[src/rtl/contador_pkg.sv]
// Shared definitions for the contador_regressivo down-counter:
// FSM state encoding and the default counter width.
package contador_pkg;

  localparam int WIDTH_DEFAULT = 4;

  typedef enum logic [1:0] {
    IDLE  = 2'b00,
    COUNT = 2'b01,
    DONE  = 2'b10
  } state_t;

endpackage

[src/rtl/contador_regressivo.sv]
// contador_regressivo: loadable down-counter with enable, abort and done flag.
// All state updates on the falling edge of clock. Reset is synchronous and
// active-low, sampled on the same falling edge.
// Optional feature: define CONTADOR_REGRESSIVO_AUTO_RELOAD_EN to restart the
// countdown from the last loaded value each time DONE is reached.
//
// state | meaning
// IDLE  | waiting for load; Q holds, enable ignored
// COUNT | counting down one step per enabled edge
// DONE  | Q reached 0; lasts one cycle (or reloads when auto-reload is built)
module contador_regressivo
  import contador_pkg::*;
#(
  parameter int WIDTH = WIDTH_DEFAULT
) (
  input  logic             clock,
  input  logic             reset,
  input  logic             load,
  input  logic [WIDTH-1:0] D,
  input  logic             enable,
  input  logic             abort,
  output logic [WIDTH-1:0] Q,
  output logic             busy,
  output logic             done,
  output logic             zero
);

  state_t           r_state;
  state_t           w_state_nxt;
  logic [WIDTH-1:0] r_q;
  logic [WIDTH-1:0] w_q_nxt;
`ifdef CONTADOR_REGRESSIVO_AUTO_RELOAD_EN
  logic [WIDTH-1:0] r_r;
  logic [WIDTH-1:0] w_r_nxt;
`endif

  // Next-state and next-count decode; load beats abort beats normal operation.
  always_comb begin
    w_state_nxt = r_state;
    w_q_nxt     = r_q;
`ifdef CONTADOR_REGRESSIVO_AUTO_RELOAD_EN
    w_r_nxt     = r_r;
`endif
    if (load) begin
      w_q_nxt     = D;
`ifdef CONTADOR_REGRESSIVO_AUTO_RELOAD_EN
      w_r_nxt     = D;
`endif
      w_state_nxt = (D != '0) ? COUNT : DONE;
    end else if (abort && (r_state != IDLE)) begin
      w_state_nxt = IDLE;
    end else begin
      unique case (r_state)
        IDLE: begin
          w_state_nxt = IDLE;
        end
        COUNT: begin
          if (enable) begin
            // Saturate at zero: a stray zero in COUNT just finishes.
            if (r_q != '0) w_q_nxt = r_q - WIDTH'(1);
            if (r_q <= WIDTH'(1)) w_state_nxt = DONE;
          end
        end
        DONE: begin
`ifdef CONTADOR_REGRESSIVO_AUTO_RELOAD_EN
          // A zero reload value would finish instantly, so park in DONE instead.
          if (r_r != '0) begin
            w_q_nxt     = r_r;
            w_state_nxt = COUNT;
          end else begin
            w_state_nxt = DONE;
          end
`else
          w_state_nxt = IDLE;
`endif
        end
        default: begin
          w_state_nxt = IDLE;
        end
      endcase
    end
  end

  // State and datapath registers, synchronous active-low reset on the falling edge.
  always_ff @(negedge clock) begin
    if (!reset) begin
      r_state <= IDLE;
      r_q     <= '0;
`ifdef CONTADOR_REGRESSIVO_AUTO_RELOAD_EN
      r_r     <= '0;
`endif
    end else begin
      r_state <= w_state_nxt;
      r_q     <= w_q_nxt;
`ifdef CONTADOR_REGRESSIVO_AUTO_RELOAD_EN
      r_r     <= w_r_nxt;
`endif
    end
  end

  // Output decode straight from the registered state and count.
  always_comb begin
    Q    = r_q;
    busy = (r_state == COUNT);
    done = (r_state == DONE);
    zero = (r_q == '0);
  end

endmodule

[config.mk]
export PLATFORM = sky130hd
export DESIGN_NAME = contador_regressivo
export DESIGN_NICKNAME = d
export VERILOG_FILES = /design/src/rtl/contador_pkg.sv /design/src/rtl/contador_regressivo.sv
export SDC_FILE = /design/constraint.sdc
export NUM_CORES = 1
export LEC_CHECK = 0
export ABC_CLOCK_PERIOD_IN_PS = 2100
export BUFFER_PORTS_ARGS = -buffer_cell sky130_fd_sc_hd__buf_2
export CAP_MARGIN = 20
export CORE_MARGIN = 2
export CORE_UTILIZATION = 30
export DETAILED_ROUTE_END_ITERATION = 7
export MAX_ROUTING_LAYER = met4
export PLACE_DENSITY = 0.59
export SETUP_SLACK_MARGIN = 0.15
export SYNTH_ARGS = -nofsm -noshare
export SYNTH_HDL_FRONTEND = slang
export SYNTH_SLANG_ARGS = --single-unit
export TNS_END_PERCENT = 50
[constraint.sdc]
create_clock -name clock -period 2.1 [get_ports clock]
set_clock_uncertainty 0.2 [all_clocks]
set_input_delay 0 -clock clock [delete_from_list [all_inputs] [get_ports clock]]
set_output_delay 0 -clock clock [all_outputs]
set_load 0.02 [all_outputs]
==> PnR_summary.wiki, run 1 <==
{| class="wikitable"
! Metric !! Value
|-
| Peak ir drop on the vdd network || between 0.0003 and 0.0004 V
|-
| Transition at the pin with the smallest max-transition slack || ~0.31 ns
|-
| Number of antenna violations at the first check in global routing || 0
|-
| Clock tree root buffer cell || clkbuf_4
|-
| Type of the worst setup path || reg -> out
|-
| Reg-to-reg slack, setup || 0.31 ns
|-
| Port Buffer Count || 15
|-
| Clock buffers created by TritonCTS || 3
|-
| Delay of the slowest cell on the worst path || 0.39 ns
|-
| Crit end category || primary output
|-
| Xor/xnor cell area share of the yosys netlist || 0%
|-
| Die height || 41.2 um
|-
| Fraction of the yosys area taken by sequential cells || between 20 and 30%
|-
| P per Cell Area || 551 nW/um2
|-
| Global-route wire length before repair || 1860 um
|-
| Synth Cell Area || 415 um2
|-
| Share of synthesized flip-flops with an asynchronous set or reset || 0%
|-
| Clock tree from TritonCTS || yes
|-
| Final worst setup slack || -0.534 ns
|-
| Final setup vio count || 7
|-
| Required time at the endpoint of the critical path || 1.90 ns
|-
| Mapped Avg Cell Area || 9.44 um2
|-
| Violated checks || negative setup slack
|-
| Arrival time reported for the critical path endpoint || 2.43 ns
|-
| WHS Path Cells || 3
|-
| Total die area || 1700 um2
|-
| Setup repair after global routing missed its margin || true
|-
| Hold Crit Endpoint || Q[1]$_SDFFE_NN0P_
|-
| Vias after detailed routing || 530
|-
| Pins over their slew limit || 0
|-
| Basic-gate share of the synthesized area counting and, or, nand and nor cells || 32.8%
|-
| Top-level I/O count || 16
|-
| MaxCap Viol Count || 0
|-
| Horizontal die dimension || 41.2 um
|-
| Placed wire-length estimate after detailed placement || 871 um
|-
| Initial Utilization || 31.9%
|-
| Outcome || finished, violations left
|-
| Routed WL || 1350 um
|-
| Detailed-router iteration count before antenna repair || 4
|-
| FF+latch count, synth || 6
|-
| Cell type of the slowest stage on the worst timing path || or3b_4
|-
| Deepest clock path buffer count || 2
|-
| Count of endpoints failing hold in the final timing report || 0
|-
| Vias per std cell || 5.25
|-
| Worst Reg-to-Reg Cells || 6
|-
| Library cell appearing most often on the critical path || inv_4
|-
| Nets || 99
|-
| Worst hold start || Q[1]$_SDFFE_NN0P_
|-
| GRT Overall Usage || 17.9%
|-
| Mux share of post-synthesis cell area || 0%
|-
| Startpoint of the worst register-to-register path || Q[1]$_SDFFE_NN0P_
|-
| Proportion of layout cells with a drive suffix above 1 || 68.6%
|-
| Complex-gate fraction of the synthesized area || 25.9%
|-
| Post-synth cell types || 26
|-
| Cells along the critical path || inv_4 -> ha_4 -> or3b_4 -> inv_4 -> buf_6
|-
| Drt initial violations || 15
|-
| Post-Synthesis Cells || 44
|-
| Area Overhead vs Synth || 92.5%
|-
| Antenna fix cells || 0
|-
| Number of hold buffers added after cts || 0
|-
| Pin count of the biggest net entering global routing || 9
|-
| Largest family of logic cells by synthesized area || simple AND/OR/NAND/NOR gates
|-
| Weighted congestion at the end of routability-driven global placement || just over 0.8
|-
| DRC Markers || 0
|-
| Final Core Density || 61.4%
|-
| Fillers || 113
|-
| Placed Area || between 600 and 700 um2
|-
| Via count of the first global-routing pass || between 400 and 500
|-
| Count of flip-flops with a built-in enable after synthesis || 0
|-
| Clock-pin transition on the worst setup and hold timing paths || 0.03 ns
|-
| Clk_lat worst skew || 0.32 ns
|-
| Max FO, Critical Path || 2
|-
| H-tree lvl count || 1
|-
| CORE AREA || 1300 um2
|-
| Capture point of the worst reg-to-reg path || Q[0]$_SDFFE_NN0P_
|-
| Post-route ant nets || 0
|-
| Worst slack, placed || -0.238 ns
|-
| Worst hold path class || reg -> reg
|-
| Top_reg_cell synth || dfxtp_1
|-
| Leakage power total || around 0.40 nW
|-
| Congestion Overflow GR || 0
|-
| Worst hold slack || 0.496 ns
|-
| Synthesized net count || 55
|-
| Final non-filler cell area || 800 um2
|-
| Adder-cell area share of the yosys netlist || 6.02%
|-
| Yosys Warn Count || 0
|-
| Worst slew margin relative to its limit || 79.1%
|-
| Total number of placement rows || 13
|-
| Detail-routed net length per standard cell || 13.4 um
|-
| Total number of clock tree sinks || 6
|-
| Category of the worst setup path launch point || register
|}
area by class of cell:
type                    instances  area [um2]  area share (%)
repair buffers                 35         280            35.1
inverters                       5        26.3            3.29
multi-input cells              31         294            36.8
well taps                      15        18.8            2.35
clock buffers                   3        22.5            2.82
clock inverters                 6        22.5            2.82
flip-flops and latches          6         135            16.9
critical path: cells and delay by family (launching register included):
family	cells	cell delay, ns
and+or+nand+nor	1	0.39
buffers and inverters	3	0.22
DFF	1	0.34
adders and majority gates	1	0.12
how the worst max path moves through the flow:
| stage | from | endpoint | slack [ns] | depth (start not counted) |
|---|---|---|---|---|
| after floorplan | Q[1]$_SDFFE_NN0P_ | zero | -0.22 | 4 |
| after global placement | Q[1]$_SDFFE_NN0P_ | zero | -0.23 | 5 |
| after detailed placement | Q[1]$_SDFFE_NN0P_ | zero | -0.24 | 5 |
| after CTS | Q[0]$_SDFFE_NN0P_ | zero | -0.52 | 5 |
| after global routing | Q[1]$_SDFFE_NN0P_ | zero | -0.56 | 5 |
| final | Q[1]$_SDFFE_NN0P_ | zero | -0.53 | 5 |
logic make-up after synthesis:
logic type / after synthesis
flip-flops: 6
buffers and inverters: 7
AO/OA/AOI/OAI: 13
AND/OR/NAND/NOR: 16
adder cells (fa/ha/maj): 2
routing by layer:
metal / vias to the layer above / wire (um) / GRT usage, %
li1: 255 / - / -
met1: 251 / 537 / 19.2
met2: 19 / 686 / 28.1
met3: 5 / 101 / 6.52
met4: 0 / 27 / 10.5
met5: - / 0 / -
synthesized netlist by cell type, drive strengths merged (2+ instances only):
library cell	number	share of area, %
o21ai	2	2.4
and4	2	5.4
ha	2	6.0
nor4b	3	6.3
a21oi	2	2.4
inv	6	5.4
nor2b	2	3.0
nor3	2	4.8
dfxtp	6	29
a211oi	2	4.8
through the flow:
stage | TNS [ns] | power, mW | instances
2_1_floorplan | -0.217 | 0.214 | 44
3_3_place_gp | -0.571 | 0.267 | 87
3_5_place_dp | -0.647 | 0.268 | 87
4_1_cts | -0.793 | 0.423 | 97
5_1_grt | -0.994 | 0.463 | 101
6_report | -0.842 | 0.440 | 101
repair_timing:
action                     4_1_cts  5_1_grt
setup endpoints to repair        8        8
resized for setup               20        5
pin swaps                        1        1
buffers inserted                 2        4
state kept, by name, indices dropped and copies added (netlist names):
signal	flops
r_state	2
Q	4
cell usage in the layout, fill, tap and decap left out, drive strengths merged, types with 2 or more instances in the layout:
| cell | synthesis | routed |
|---|---|---|
| a211oi | 2 | 2 |
| a21oi | 2 | 2 |
| and4 | 2 | 2 |
| buf | 0 | 35 |
| clkbuf | 1 | 3 |
| dfxtp | 6 | 6 |
| ha | 2 | 2 |
| inv | 6 | 11 |
| nor2b | 2 | 2 |
| nor3 | 2 | 2 |
| nor4b | 3 | 3 |
| o21ai | 2 | 2 |
power breakdown:
group          switching [mW]  total [mW]  internal, mW
clock                  0.0777       0.159        0.0809
sequential            0.00834       0.131         0.123
combinational          0.0665       0.151        0.0843
No activity file was read; power rests on OpenSTA's default activity.
==> run 2: changes to the inputs <==
--- a/config.mk
+++ b/config.mk
@@ -5,14 +5,14 @@
 export SDC_FILE = /design/constraint.sdc
 export NUM_CORES = 1
 export LEC_CHECK = 0
-export ABC_CLOCK_PERIOD_IN_PS = 2100
+export ABC_CLOCK_PERIOD_IN_PS = 3100
 export BUFFER_PORTS_ARGS = -buffer_cell sky130_fd_sc_hd__buf_2
 export CAP_MARGIN = 20
 export CORE_MARGIN = 2
 export CORE_UTILIZATION = 30
 export DETAILED_ROUTE_END_ITERATION = 7
 export MAX_ROUTING_LAYER = met4
-export PLACE_DENSITY = 0.59
+export PLACE_DENSITY = 0.54
 export SETUP_SLACK_MARGIN = 0.15
 export SYNTH_ARGS = -nofsm -noshare
 export SYNTH_HDL_FRONTEND = slang
==> constraint.sdc (replaced) <==
create_clock -name clock -period 3.1 [get_ports clock]
set_clock_uncertainty 0.2 [all_clocks]
set_input_delay 0 -clock clock [delete_from_list [all_inputs] [get_ports clock]]
set_output_delay 0 -clock clock [all_outputs]
set_load 0.02 [all_outputs]
==> run 2 against run 1 <==
Net effect: the run still ends with negative setup slack left; combinational power decreased by 51%; via count decreased by 12%; global-route usage decreased by 1.3 points; die area unchanged.
==> PnR_summary.wiki, run 2 (synthesis gave the netlist of run 1 again) <==
{| class="wikitable"
! Metric !! Value
|-
| WHS Path Cells || 3
|-
| Deepest clock path buffer count || 2
|-
| Total die area || approximately 1700 um2
|-
| Total negative setup slack || -0.0275 ns
|-
| Worst slew margin relative to its limit || between 70 and 80%
|-
| Final Non-Filler Cells || 87
|-
| Via count of the first global-routing pass || 405
|-
| Weighted congestion at the end of routability-driven global placement || just under 0.8
|-
| Startpoint of the worst register-to-register path || Q[1]$_SDFFE_NN0P_
|-
| Transition at the pin with the smallest max-transition slack || 0.382 ns
|-
| Detailed-router iteration count before antenna repair || 2
|-
| Total number of clock tree sinks || 6
|-
| Vias per std cell || 5.36
|-
| Global-route wire length before repair || 1640 um
|-
| CORE AREA || 1300 um2
|-
| Crit end category || primary output
|-
| Number of antenna violations at the first check in global routing || 0
|-
| Fillers || 134
|-
| Cell family with the largest share of critical-path delay || simple AND/OR/NAND/NOR gates
|-
| Clock buffers created by TritonCTS || 3
|-
| Violated checks || negative setup slack
|-
| Initial Utilization || 31.9%
|-
| Hold Crit Endpoint || r_state[0]$_SDFFE_NN0P_
|-
| Clock tree root buffer cell || clkbuf_4
|-
| Area Overhead vs Synth || 47.3%
|-
| DRC Markers || 0
|-
| Clock-pin transition on the worst setup and hold timing paths || ~0.03 ns
|-
| Routed WL || approximately 1100 um
|-
| Top-level I/O count || 16
|-
| Category of the worst setup path launch point || register
|-
| Drt initial violations || 4
|-
| Most common cell after layout, fill and taps aside || buf_2
|-
| MaxCap Viol Count || 0
|-
| Cells along the critical path || inv_2 -> ha_4 -> or3b_4 -> inv_2 -> buf_6
|-
| Area occupied by multi-input gates || 282 um2
|-
| Buffers and inverters on the worst path || 3
|-
| Arrival time reported for the critical path endpoint || roughly 2.9 ns
|-
| Final setup vio count || 1
|-
| Global routing met1 resource utilization || 14.5%
|-
| Cell type of the slowest stage on the worst timing path || or3b_4
|-
| Pins over their slew limit || 0
|-
| Max FO, Critical Path || 2
|-
| Port Buffer Count || 15
|-
| Proportion of layout cells with a drive suffix above 1 || 51.4%
|-
| P per Cell Area || between 400 and 500 nW/um2
|-
| Library cell appearing most often on the critical path || inv_2
|-
| Outcome || finished, violations left
|-
| H-tree lvl count || 1
|-
| Antenna fix cells || 0
|-
| Congestion Overflow GR || 0
|-
| Dpl cells || 75
|-
| Post-route ant nets || 0
|-
| Most frequent cells in the layout || buf_2, inv_1, buf_4
|-
| Final worst setup slack || -0.0275 ns
|-
| Setup repair after global routing missed its margin || true
|-
| Leakage power total || 0.314 nW
|-
| Total number of placement rows || 13
|-
| Clk_lat worst skew || 0.31 ns
|-
| Detail-routed net length per standard cell || 12.9 um
|-
| Met2 routing resource usage after global routing || around a quarter
|-
| GRT Overall Usage || 16.6%
|-
| Delay of the slowest cell on the worst path || 0.38 ns
|-
| Number of hold buffers added after cts || 0
|-
| Worst hold path class || reg -> reg
|-
| Required time at the endpoint of the critical path || between 2 and 3 ns
|-
| Nets || 85
|-
| Worst Reg-to-Reg Cells || 6
|-
| Worst hold start || r_state[1]$_SDFFE_NN0P_
|-
| M3 GR Usage || 9.78%
|-
| Placed wire-length estimate after detailed placement || 769 um
|-
| Peak ir drop on the vdd network || 0.000208 V
|-
| Die height || 41.2 um
|-
| Clock tree from TritonCTS || yes
|-
| Count of endpoints failing hold in the final timing report || 0
|-
| Type of the worst setup path || reg -> out
|-
| Flip-flop and latch area || 121 um2
|-
| Horizontal die dimension || 41.2 um
|-
| Most utilized layer in the global route result || met2
|-
| Worst hold slack || 0.473 ns
|-
| Capture point of the worst reg-to-reg path || Q[0]$_SDFFE_NN0P_
|-
| Vias after detailed routing || 466
|-
| Reg-to-reg slack, setup || 1.41 ns
|-
| Flip-flop count of the largest register after layout || 4
|-
| Pin count of the biggest net entering global routing || 10
|}
[run 2: what timing repair did]
action	CTS	global route
pin swaps	1	0
endpoints found under the setup margin	1	1
endpoints found under the hold margin	0	0
buffers inserted	4	0
resized for setup	6	0
[run 2: worst max-delay path by stage]
stage                                 start    to  slack (ns)  cells past startpoint
final                     Q[1]$_SDFFE_NN0P_  zero       -0.03                      5
after global routing      Q[1]$_SDFFE_NN0P_  zero        -0.1                      5
after CTS                 Q[1]$_SDFFE_NN0P_  zero       -0.01                      5
after detailed placement  Q[1]$_SDFFE_NN0P_  zero        0.10                      5
after global placement    Q[1]$_SDFFE_NN0P_  zero        0.14                      5
after floorplan           Q[1]$_SDFFE_NN0P_  zero        0.15                      4
[run 2: tightest hold or removal path, delay by kind of cell (launching register included)]
kind	cells	cell delay [ns]
flops	1	0.35
compound gates	2	0.18
simple gates	1	0.09
[run 2: layer usage]
layer | vias up | wire length (um)
li1 | 230 | -
met1 | 215 | 463
met2 | 17 | 543
met3 | 4 | 85
met4 | 0 | 27
met5 | - | 0
[run 2: power breakdown]
group / switching [mW] / total, mW / internal, mW
logic: 0.0384 / 0.0738 / 0.0354
clock network: 0.0483 / 0.103 / 0.0545
registers: 0.00404 / 0.0874 / 0.0833
total: 0.0907 / 0.264 / 0.173
[run 2: through the flow]
step | total power, mW | setup slack (ns) | cell area, um2 | util [%]
after global routing | 0.285 | -0.0967 | 612 | 47.0
after detailed placement | 0.162 | 0.104 | 523 | 40.2
after CTS | 0.266 | -0.0101 | 612 | 47.0
final | 0.264 | -0.0275 | 612 | 47.0
after global placement | 0.162 | 0.137 | 523 | 40.2
after floorplan | 0.140 | 0.152 | 418 | -
[run 2: final cells by class]
cell class,count,share of cell area [%]
clock inverters,6,3.68
well taps,15,3.07
multi-input cells,31,46.0
flip-flops and latches,6,19.8
repair buffers,21,20.7
inverters,5,3.07
clock buffers,3,3.68
==> run 3: changes to the inputs <==
--- a/config.mk
+++ b/config.mk
@@ -5,7 +5,7 @@
 export SDC_FILE = /design/constraint.sdc
 export NUM_CORES = 1
 export LEC_CHECK = 0
-export ABC_CLOCK_PERIOD_IN_PS = 3100
+export ABC_CLOCK_PERIOD_IN_PS = 3400
 export BUFFER_PORTS_ARGS = -buffer_cell sky130_fd_sc_hd__buf_2
 export CAP_MARGIN = 20
 export CORE_MARGIN = 2
==> constraint.sdc (replaced) <==
create_clock -name clock -period 3.4 [get_ports clock]
set_clock_uncertainty 0.2 [all_clocks]
set_input_delay 0 -clock clock [delete_from_list [all_inputs] [get_ports clock]]
set_output_delay 0 -clock clock [all_outputs]
set_load 0.02 [all_outputs]
==> run 3 against run 2 <==
Net effect: the run now ends clean; routed wire length rose by 8.2%; utilization rose by 0.67 points; final cell count rose by 1.1%; largest cell class unchanged; combinational power fell by 6.0%; critical path type unchanged; non-clock buffer count rose by 1; register-to-register slack improved by 0.22 ns; setup slack improved by 0.15 ns; total power fell by 6.4%.
==> PnR_summary.wiki, run 3 (synthesis gave the netlist of run 1 again) <==
{| class="wikitable"
! Metric !! Value
|-
| Outcome || complete, no violations
|-
| Library cell appearing most often on the critical path || inv_2
|-
| Capture point of the worst reg-to-reg path || Q[3]$_SDFFE_NN0P_
|-
| Clock-pin transition on the worst setup and hold timing paths || approximately 0.050 ns
|-
| Clock tree from TritonCTS || yes
|-
| MaxCap Viol Count || 0
|-
| GRT Overall Usage || 17.8%
|-
| Antenna fix cells || 0
|-
| Nets || 86
|-
| P per Cell Area || 398 nW/um2
|-
| Weighted congestion at the end of routability-driven global placement || 0.776
|-
| Arrival time reported for the critical path endpoint || between 3 and 4 ns
|-
| Final non-filler cell area || 621 um2
|-
| Pin count of the biggest net entering global routing || 10
|-
| Buffers and inverters on the worst path || 3
|-
| Worst slew margin relative to its limit || 70.2%
|-
| Worst Reg-to-Reg Cells || 5
|-
| Routed WL || 1210 um
|-
| Placed wire-length estimate after detailed placement || 759 um
|-
| Final worst setup slack || 0.124 ns
|-
| Category of the worst setup path launch point || register
|-
| Deepest clock path buffer count || 2
|-
| Final setup vio count || 0
|-
| Worst hold start || r_state[1]$_SDFFE_NN0P_
|-
| Required time at the endpoint of the critical path || 3.20 ns
|-
| Cell family with the largest share of critical-path delay || simple AND/OR/NAND/NOR gates
|-
| Proportion of layout cells with a drive suffix above 1 || a little over half
|-
| Placed Area || 520 um2
|-
| CORE AREA || 1300 um2
|-
| Startpoint of the worst register-to-register path || Q[1]$_SDFFE_NN0P_
|-
| Via count of the first global-routing pass || 453
|-
| Total number of clock tree sinks || 6
|-
| Area Overhead vs Synth || 49.4%
|-
| Die height || a little over 40 um
|-
| Pwr Total || roughly 250 uW
|-
| Clock tree root buffer cell || clkbuf_4
|-
| Port Buffer Count || 15
|-
| Detailed-router iteration count before antenna repair || 4
|-
| Count of endpoints failing hold in the final timing report || 0
|-
| H-tree lvl count || 1
|-
| Post-route ant nets || 0
|-
| Clk_lat worst skew || 0.32 ns
|-
| Type of the worst setup path || reg -> out
|-
| Top-level I/O count || 16
|-
| Crit end category || primary output
|-
| Drt initial violations || 18
|-
| Max FO, Critical Path || 2
|-
| Number of hold buffers added after cts || 0
|-
| Clock buffers created by TritonCTS || 3
|-
| Leakage power total || ~0.32 nW
|-
| Detail-routed net length per standard cell || roughly 14 um
|-
| Setup repair after global routing missed its margin || true
|-
| Total number of placement rows || 13
|-
| Worst hold path class || reg -> reg
|-
| Critical path depth || 5
|-
| Worst slack, placed || 0.236 ns
|-
| Cell type of the slowest stage on the worst timing path || or3b_4
|-
| WHS Path Cells || 3
|-
| Pins over their slew limit || 0
|-
| Vias after detailed routing || 488
|-
| Vias per std cell || between 5 and 6
|-
| Transition at the pin with the smallest max-transition slack || 0.446 ns
|-
| Congestion Overflow GR || 0
|-
| Cells along the critical path || inv_2 -> ha_4 -> or3b_4 -> inv_2 -> buf_6
|-
| Total negative setup slack || 0 ns
|-
| Hold Crit Endpoint || r_state[0]$_SDFFE_NN0P_
|-
| Global-route wire length before repair || 1860 um
|-
| Total die area || 1700 um2
|-
| DRC Markers || 0
|-
| Delay of the slowest cell on the worst path || between 0.3 and 0.4 ns
|-
| Most common cell after layout, fill and taps aside || buf_2
|-
| Flip-flop count of the largest register after layout || 4
|-
| Peak ir drop on the vdd network || 0.000235 V
|-
| Reg-to-reg slack, setup || between 1.5 and 2 ns
|-
| Most frequent cells in the layout || buf_2, inv_1, buf_4
|-
| Worst hold slack || between 0.4 and 0.5 ns
|-
| Horizontal die dimension || 41.2 um
|-
| Number of antenna violations at the first check in global routing || 0
|-
| Initial Utilization || 31.9%
|}
run 3: cell count changes in the layout (fill, tap and decap cells not counted):
cell     before  now
dfxtp_1       5    4
buf_4         6    7
dfxtp_2       1    2
run 3: worst max path at each step:
stage	startpoint	end	slack [ns]
after floorplan	Q[1]$_SDFFE_NN0P_	zero	0.25
after global placement	Q[1]$_SDFFE_NN0P_	zero	0.27
after detailed placement	Q[1]$_SDFFE_NN0P_	zero	0.24
after CTS	Q[1]$_SDFFE_NN0P_	zero	0.14
after global routing	Q[1]$_SDFFE_NN0P_	zero	0.08
final	Q[0]$_SDFFE_NN0P_	zero	0.12
run 3: metrics by stage:
stage / instances / utilization, %
after global placement: 75 / 40.0
after detailed placement: 75 / 40.0
after global routing: 88 / 47.7
after CTS: 87 / 47.0
final: 88 / 47.7
after floorplan: 44 / -
run 3: final cells by class:
type | instances | area (um2)
Multi-Input combinational cell | 31 | 282
Clock buffer | 3 | 22.5
Tap cell | 15 | 18.8
Clock inverter | 6 | 22.5
Fill cell | 135 | 681
Inverter | 5 | 18.8
Timing Repair Buffer | 22 | 134
Sequential cell | 6 | 123
run 3: layer usage:
layer	up-vias	GRT usage (%)	wire length, um
met4	0	11.3	39
met3	6	7.07	107
met2	33	27.3	552
met1	218	19.0	513
li1	231	-	-
met5	-	-	0
run 3: repair_timing:
action	4_1_cts	5_1_grt
endpoints found under the hold margin	0	0
setup buffers	4	1
endpoints found under the setup margin	1	1
pin swaps	1	1
gates resized for setup	7	2
run 3: tightest hold or removal path, stage by stage (launching register included):
cell	delay, ns
dfxtp_1	0.34
nor3b_1	0.10
o311ai_0	0.11
a21boi_0	0.09
run 3: power by group:
group / switching [mW] / internal, mW / total [mW]
Clock: 0.0480 / 0.0498 / 0.0978
Sequential: 0.00385 / 0.0761 / 0.0799
Combinational: 0.0361 / 0.0333 / 0.0694
